## config.mk

```make
export PLATFORM = sky130hd
export DESIGN_NAME = fs_serial
export DESIGN_NICKNAME = d
export VERILOG_FILES = /design/src/rtl/fs_pkg.sv /design/src/rtl/fs_cell.sv /design/src/rtl/fs_serial.sv
export SDC_FILE = /design/constraint.sdc
export NUM_CORES = 1
export LEC_CHECK = 0
export CORE_ASPECT_RATIO = 0.6
export CORE_MARGIN = 4
export CORE_UTILIZATION = 62
export CTS_CLUSTER_SIZE = 28
export DETAILED_ROUTE_END_ITERATION = 7
export DONT_BUFFER_PORTS = 1
export PLACE_DENSITY_LB_ADDON = 0.2
export SYNTH_ARGS = -nofsm -noshare
export SYNTH_HDL_FRONTEND = slang
export SYNTH_SLANG_ARGS = --single-unit
```

## constraint.sdc

```tcl
create_clock -name clk -period 2.89 [get_ports clk]
set_input_delay 0.578 -clock clk [delete_from_list [all_inputs] [get_ports clk]]
set_output_delay 0.578 -clock clk [all_outputs]
set_load 0.01 [all_outputs]
```

## src/rtl/fs_pkg.sv

```systemverilog
// Shared types and elaboration helpers for the serial full subtractor.
package fs_pkg;

  typedef enum logic [1:0] {
    IDLE = 2'd0,
    RUN  = 2'd1,
    DONE = 2'd2
  } fs_state_t;

  // Number of RUN cycles needed to consume the whole operand.
  function automatic int fs_nstep(input int width, input int digit);
    return width / digit;
  endfunction

  // Step counter width; a single-step configuration still needs one bit.
  function automatic int fs_cnt_w(input int nstep);
    return (nstep <= 1) ? 1 : $clog2(nstep);
  endfunction

endpackage

```

## src/rtl/fs_cell.sv

```systemverilog
// One-bit full subtractor: d = x - y - br_in, with borrow out.
module fs_cell (
  input  logic i_x,
  input  logic i_y,
  input  logic i_br,
  output logic o_d,
  output logic o_br
);

  assign o_d  = i_x ^ i_y ^ i_br;
  assign o_br = (~i_x & i_y) | (i_y & i_br) | (~i_x & i_br);

endmodule

```

## src/rtl/fs_serial.sv

```systemverilog
// Multi-cycle full subtractor: diff = a - b - bin, DIGIT bits per clock,
// borrow carried in a register between digits.
module fs_serial
  import fs_pkg::*;
#(
  parameter int WIDTH = 16,
  parameter int DIGIT = 4
) (
  input  logic             clk,
  input  logic             rst_n,
  input  logic             start,
  input  logic [WIDTH-1:0] a,
  input  logic [WIDTH-1:0] b,
  input  logic             bin,
  output logic             busy,
  output logic             done,
  output logic [WIDTH-1:0] diff,
  output logic             bout,
  output logic             zero
);

  localparam int NSTEP = fs_nstep(WIDTH, DIGIT);
  localparam int CNT_W = fs_cnt_w(NSTEP);
  localparam logic [CNT_W-1:0] LAST_CNT = CNT_W'(NSTEP - 1);

  generate
    if (WIDTH < 1 || DIGIT < 1 || DIGIT > WIDTH || (WIDTH % DIGIT) != 0) begin : g_bad_params
      $error("fs_serial: WIDTH must be a positive multiple of DIGIT");
    end
  endgenerate

  fs_state_t        r_state;
  fs_state_t        w_next_state;
  logic [WIDTH-1:0] r_a_sh;
  logic [WIDTH-1:0] r_b_sh;
  logic [WIDTH-1:0] r_diff_sh;
  logic             r_br;
  logic [CNT_W-1:0] r_cnt;
  logic [WIDTH-1:0] r_diff;
  logic             r_bout;
  logic             r_zero;

  logic [DIGIT-1:0]       w_d;
  logic [DIGIT:0]         w_br_chain;
  logic [WIDTH+DIGIT-1:0] w_diff_cat;
  logic [WIDTH-1:0]       w_diff_next;
  logic                   w_last;

  // Borrow ripples through DIGIT cells, seeded by the registered borrow.
  assign w_br_chain[0] = r_br;

  generate
    for (genvar i = 0; i < DIGIT; i++) begin : g_cell
      fs_cell u_cell (
        .i_x  (r_a_sh[i]),
        .i_y  (r_b_sh[i]),
        .i_br (w_br_chain[i]),
        .o_d  (w_d[i]),
        .o_br (w_br_chain[i+1])
      );
    end
  endgenerate

  // New digit enters at the MSB end; after NSTEP steps digit 0 sits at bit 0.
  // Built by concatenation so DIGIT == WIDTH needs no empty slice.
  assign w_diff_cat  = {w_d, r_diff_sh};
  assign w_diff_next = w_diff_cat[WIDTH+DIGIT-1:DIGIT];
  assign w_last      = (r_cnt == LAST_CNT);

  // State register.
  always_ff @(posedge clk or negedge rst_n) begin
    if (!rst_n) begin
      r_state <= IDLE;
    end else begin
      // NOTE: sequential state uses non-blocking assignment so every register
      // samples pre-edge values regardless of block ordering.
      r_state <= w_next_state;
    end
  end

  // Next-state logic: start is honoured only in IDLE, DONE lasts one cycle.
  always_comb begin
    // NOTE: default first so every path assigns w_next_state and no latch forms.
    w_next_state = r_state;
    case (r_state)
      IDLE:    if (start) w_next_state = RUN;
      RUN:     if (w_last) w_next_state = DONE;
      DONE:    w_next_state = IDLE;
      default: w_next_state = IDLE;
    endcase
  end

  // Datapath: operand capture, per-step shifting, and result registers.
  always_ff @(posedge clk or negedge rst_n) begin
    if (!rst_n) begin
      // NOTE: the shift registers are reset as well, not just control state,
      // so nothing internal is ever X and an aborted run leaves no residue.
      r_a_sh    <= '0;
      r_b_sh    <= '0;
      r_diff_sh <= '0;
      r_br      <= 1'b0;
      r_cnt     <= '0;
      r_diff    <= '0;
      r_bout    <= 1'b0;
      r_zero    <= 1'b0;
    end else begin
      case (r_state)
        IDLE: begin
          if (start) begin
            r_a_sh    <= a;
            r_b_sh    <= b;
            r_br      <= bin;
            r_cnt     <= '0;
            r_diff_sh <= '0;
          end
        end
        RUN: begin
          r_a_sh    <= r_a_sh >> DIGIT;
          r_b_sh    <= r_b_sh >> DIGIT;
          r_diff_sh <= w_diff_next;
          r_br      <= w_br_chain[DIGIT];
          r_cnt     <= r_cnt + 1'b1;
          if (w_last) begin
            r_diff <= w_diff_next;
            r_bout <= w_br_chain[DIGIT];
            r_zero <= (w_diff_next == '0);
          end
        end
        default: ;
      endcase
    end
  end

  assign busy = (r_state != IDLE);
  assign done = (r_state == DONE);
  assign diff = r_diff;
  assign bout = r_bout;
  assign zero = r_zero;

endmodule

```

==> impl_metrics.yaml, run 1 <==
sta:
  hold_violations: 0
  fin_ws_ns: 0.117
  tns_ns: 0
  period_share: 0.960
  maxSlewViolCount: 0
  fin_skew_ns: 0.0108
  rsz0062_at_grt: "no"
  slew_headroom: 0.206
  max_clock_freq_ghz: 0.361
  period_minus_slack_ns: 2.77
  setup_viol: 0
  tightest_slew_ns: 1.19
global_route:
  grt_antenna_before_repair: 0
  grt_first_pass_wirelength_mm: 9.63
  grt_max_degree: 68
  grtUsageTotal: 0.229
  grt_pass1_vias: 1893
  grt-ovfl-total: 0
die:
  die_h_um: 60.5
  fp.dieW_um: 95.6
  io_pins: 56
  dieArea_um2: 5790
  initial_utilization: 0.667
  fp-row-count: 18
  core-area_um2: 4280
worst_setup_path:
  path_common_cell: "fa_1"
  cp-end-kind: "flip-flop"
  cp_cell_sequence: "fa_1 -> fa_1 -> fa_1 -> inv_1 -> fa_1 -> nor4b_2 -> nand4_1 -> o21ai_0"
  worst-r2r-setup-slack_ns: 0.12
  arrival_ns: 3.04
  crit_required_ns: 3.16
  cpPeakStageDelay_ns: 0.47
  crit_path_start_kind: "flip-flop"
  worstPathMaxFanout: 3
  cpMaxStageDelayCell: "fa_1"
  path_class: "flip-flop to flip-flop"
finish:
  area_delta_synth_final_pct: 9.69
  fin_area_um2: 3130
  drive_gt1_frac: 0.122
  finalNetCount: 273
  antenna_cells: 0
  fin_util: 0.731
power:
  power.density_nw_per_um2: 1270
  ir_drop_uv: 661
  leakage_nw: 1.43
yosys:
  synth_seq_cells: 67
  yosysWarnings: 0
  syn_nets: 276
  ys_seq_area_frac: 0.588
  synth.distinct_cells: 29
  synth_cells: 235
  synth_area_um2: 2850
  avgSynthCellArea_um2: 12.1
cts:
  clk_pin_slew_ns: 0.08
  numCtsBuffers: 9
  cts_sinks: 67
  cts_tree: "yes"
  clk_path_buf_depth: 2
  clk_latency_ns: 0.35
  htreeDepth: 3
  cts-root-buf: "clkbuf_8"
routing:
  ant_nets: 0
  first_iter_violations: 130
  routed_wl_mm: 5.81
  vias: 1836
  drc: 0
  vias_per_cell: 6.18
  first_pass_iters: 6
  wl_per_cell_um: 19.6
placed_design:
  preCtsSetupSlack_ns: 0.124
  numPortBuffers: 0
  place.gp.congestion: 0.812
  dp_hpwl_mm: 3.89
  dpl_cell_area_um2: 2820
run:
  maxCapViolCount: 0
hold_path:
  hold_path.class: "input pin to asynchronous set/reset pin"
run_status:
  status: "complete, no violations"
==> timing repair <==
item                                   CTS  global route
gates resized for setup                  0             1
setup buffers                            0             0
endpoints found under the hold margin   67             0
setup endpoints to repair                0             1
hold buffers                             1             0
==> sequential cells by signal, indices dropped and copies added (netlist names) <==
signal     flops
diff          16
r_a_sh        16
r_b_sh        16
r_diff_sh     12
r_cnt          2
r_state        2
bout           1
r_br           1
zero           1
==> where the power goes <==
group	switching [W]	internal, W
clock	0.000356	0.000685
sequential	0.000333	0.00132
combinational	0.000720	0.000570
total	0.00141	0.00258
==> cells in the final DEF (no fill, tap or decap), drive strengths merged, types with 2 or more instances in the layout <==
| master | n |
|---|---|
| nor4 | 2 |
| bufinv | 4 |
| a22oi | 18 |
| mux2i | 6 |
| o21ai | 34 |
| fa | 4 |
| mux2 | 13 |
| inv | 6 |
| nand2 | 34 |
| a22o | 18 |
| nor2b | 3 |
| clkbuf | 10 |
| buf | 4 |
| a21oi | 2 |
| dfrtp | 67 |
==> worst max-delay path, delay by kind of cell (launching register included) <==
kind,cells,cell delay (ns)
AO/OA/AOI/OAI,1,0.18
adder cells (fa/ha/maj),4,1.70
buffers and inverters,1,0.08
flip-flops,1,0.41
AND/OR/NAND/NOR,2,0.35
==> metrics by stage <==
step                cells  hold WS (ns)  total power, W
global placement      280         0.285         0.00282
finish                297         0.109         0.00399
floorplan             235         0.282         0.00267
detailed placement    280         0.284         0.00290
global route          297         0.113         0.00425
CTS                   297         0.107         0.00399
==> cells by family after synthesis <==
group / Yosys count / share of synthesized area
multiplexers: 19 / 0.0724
flip-flops: 67 / 0.588
adder cells (fa/ha/maj): 5 / 0.0325
AO/OA/AOI/OAI: 73 / 0.168
buffers and inverters: 24 / 0.0570
AND/OR/NAND/NOR: 47 / 0.0820
==> cells in the mapped netlist, drive strengths merged <==
| library cell | count | area (µm²) |
|---|---|---|
| dfrtp | 67 | 1680 |
| nand2 | 34 | 128 |
| o21ai | 34 | 170 |
| a22o | 18 | 158 |
| a22oi | 18 | 135 |
| buf | 14 | 125 |
| mux2 | 13 | 146 |
| inv | 6 | 22.5 |
| mux2i | 6 | 60.1 |
| clkbuf | 4 | 15.0 |
| fa | 4 | 80.1 |
| nor2b | 3 | 21.3 |
| a21oi | 2 | 10.0 |
| nor4 | 2 | 12.5 |
| and2b | 1 | 7.51 |
| ha | 1 | 12.5 |
| nand2b | 1 | 6.26 |
| nand3b | 1 | 20.0 |
| nand4 | 1 | 6.26 |
| nor3b | 1 | 7.51 |
| nor4b | 1 | 8.76 |
| nor4bb | 1 | 10.0 |
| o21bai | 1 | 7.51 |
| or2 | 1 | 6.26 |
==> path summary, 6_finish.rpt <==
path,from,depth (start not counted),end
setup / recovery,r_br,8,zero
hold / removal,rst_n,1,diff[13]
setup reg to reg,r_br,8,zero
hold reg to reg,r_a_sh[9],2,r_a_sh[9]
max in group asynchronous,rst_n,1,r_a_sh[9]
min in group clk,a[12],1,r_a_sh[12]
==> layer usage <==
layer / vias to the layer above / routed length (µm) / GRT usage
met5: - / 0 / 0
met2: 76 / 2590 / 0.321
met3: 10 / 619 / 0.103
met1: 924 / 2500 / 0.319
met4: 0 / 90 / 0.0810
li1: 826 / - / -
==> cell type report <==
type | instances | area (µm²)
flip-flops and latches | 67 | 1680
inverters | 6 | 22.5
well taps | 60 | 75.1
multi-input cells | 144 | 1030
clock inverters | 6 | 136
fillers | 310 | 1150
clock buffers | 10 | 138
repair buffers | 4 | 50.0
No activity file was read; power rests on OpenSTA's default activity.
==> inputs of run 2 (changes only) <==
--- a/config.mk
+++ b/config.mk
@@ -5,6 +5,7 @@
 export SDC_FILE = /design/constraint.sdc
 export NUM_CORES = 1
 export LEC_CHECK = 0
+export ABC_AREA = 1
 export CORE_ASPECT_RATIO = 0.6
 export CORE_MARGIN = 4
 export CORE_UTILIZATION = 62
==> impl_metrics.yaml, run 2 <==
yosys:
  synth_area_um2: 2870
  synth_cells: 308
  ys_seq_area_frac: 0.585
  synth_top_area_frac: 0.585
  ys.flop_type: "dfrtp_1"
  synth.distinct_cells: 20
  yosys.area.top_type: "dfrtp_1"
  synth_edf_count: 0
  syn_nets: 349
  synth_seq_cells: 67
  yosys-top-cells-area: "dfrtp_1 59%, nand2_1 12%, o21ai_1 4.0%"
  synthMostInstantiatedCell: "nand2_1"
  yosysWarnings: 0
  avgSynthCellArea_um2: 9.30
  synthTopCellsByCount: "94 x nand2_1, 67 x dfrtp_1, 26 x nor2_1"
  ys_async_sr_fraction: 1.00
worst_setup_path:
  cp-end-kind: "flip-flop"
  crit_required_ns: 3.17
  worstPathMaxFanout: 2
  path_class: "flip-flop to flip-flop"
  arrival_ns: 2.95
  crit_path_start_kind: "flip-flop"
global_route:
  grtUsageTotal: 0.245
  grt.busiest_layer: "met2"
  met3_usage: 0.0867
  grtUsageMet2: 0.349
  grt-ovfl-total: 0
  grt_pass1_vias: 2085
  grt_max_degree: 68
  met1_usage: 0.341
  grt_antenna_before_repair: 0
  grt_first_pass_wirelength_mm: 10.2
sta:
  tightest_slew_ns: 0.611
  slew_headroom: 0.591
  setup_viol: 0
  fin_skew_ns: 0.0137
  rsz0062_at_grt: "no"
  maxSlewViolCount: 0
  period_share: 0.925
  max_clock_freq_ghz: 0.374
  period_minus_slack_ns: 2.67
  hold_violations: 0
  tns_ns: 0
die:
  die_h_um: 60.7
  fp.dieW_um: 95.8
  io_pins: 56
  dieArea_um2: 5810
  core-area_um2: 4280
  initial_utilization: 0.670
  fp-row-count: 18
finish:
  fin_area_um2: 3130
  antenna_cells: 0
  area_delta_synth_final_pct: 9.26
  drive_gt1_frac: 0.0801
  fillCellCount: 332
  finalNetCount: 348
  final_cell_mix: "94 x nand2_1, 67 x dfrtp_1, 26 x nor2_1"
  layout_commonest_cell: "nand2_1"
cts:
  numCtsBuffers: 9
  postCtsSetupRepairBufs: 0
  cts-root-buf: "clkbuf_8"
  clk_latency_ns: 0.35
  clk_pin_slew_ns: 0.08
  cts_tree: "yes"
  htreeDepth: 3
  clk_path_buf_depth: 2
  cts_sinks: 67
routing:
  first_iter_violations: 160
  ant_nets: 0
  vias_per_cell: 5.70
  routed_wl_mm: 6.25
  wl_per_cell_um: 16.8
  vias: 2119
  drc: 0
  first_pass_iters: 4
power:
  p_total_w: 0.00408
  power.density_nw_per_um2: 1300
  leakage_nw: 1.51
  ir_drop_uv: 800
placed_design:
  dp_hpwl_mm: 3.97
  numPortBuffers: 0
  dpl_cell_area_um2: 2850
  place.gp.congestion: 0.845
run:
  maxCapViolCount: 0
run_status:
  status: "complete, no violations"
hold_path:
  hold_path.class: "input pin to asynchronous set/reset pin"
## run 2: cell types whose count changed after synthesis, sizes merged, moves of 12 or more
cell	before	now
a22o	18	0
a22oi	18	0
inv	6	25
mux2	13	0
nand2	34	98
nor2	0	28
o22ai	0	12
## run 2: power breakdown
| part | total, W | switching (W) | internal (W) |
|---|---|---|---|
| combinational | 0.00145 | 0.000949 | 0.000506 |
| clock | 0.00101 | 0.000348 | 0.000660 |
| sequential | 0.00162 | 0.000293 | 0.00133 |
## run 2: what timing repair did
action | CTS | global route
hold buffers | 1 | 0
gates resized for setup | 0 | 0
hold endpoints to repair | 67 | 0
## run 2: worst max-delay path: stages (launching register included)
cell and delay (ns):
dfrtp_1 0.41, fa_1 0.45, fa_1 0.39, fa_1 0.37, inv_1 0.09, fa_1 0.45, nor2_1 0.11, nand2_1 0.06
nor2_1 0.12, nand3_1 0.08, nand2_1 0.06
## run 2: cell type report
| type | instances | area, µm² | share of cell area |
|---|---|---|---|
| clock buffers | 11 | 131 | 0.0420 |
| flip-flops and latches | 67 | 1680 | 0.536 |
| multi-input cells | 202 | 988 | 0.316 |
| repair buffers | 2 | 35.0 | 0.0112 |
| inverters | 25 | 98.8 | 0.0316 |
| well taps | 60 | 75.1 | 0.0240 |
| clock inverters | 5 | 125 | 0.0400 |
## run 2: per-stage QoR
step | instances | hold WS, ns | util | worst slack (ns)
global placement | 355 | 0.284 | 0.665 | 0.390
floorplan | 308 | 0.282 | - | 0.465
detailed placement | 355 | 0.284 | 0.665 | 0.304
global route | 372 | 0.103 | 0.732 | 0.0769
finish | 372 | 0.0846 | 0.732 | 0.218
CTS | 372 | 0.108 | 0.732 | 0.231
## run 2: per-layer routing
metal,part of all wire,wire (µm)
met1,0.45,2830
met2,0.44,2770
met3,0.085,531
met4,0.019,119
met5,0,0
## run 2: logic make-up after synthesis
logic type,synth area share
adder cells (fa/ha/maj),0.0323
AO/OA/AOI/OAI,0.121
AND/OR/NAND/NOR,0.191
flip-flops,0.585
buffers and inverters,0.0699
## run 2: worst paths after layout
path	startpoint	to	slack, ns	cells after the start
min in group clk	a[13]	r_a_sh[13]	0.35	2
max in group asynchronous	rst_n	r_b_sh[15]	2.51	1
max reg2reg	r_br	zero	0.22	10
min reg2reg	r_b_sh[14]	r_b_sh[14]	0.47	2
min	rst_n	diff[8]	0.08	1
max	r_br	zero	0.22	10
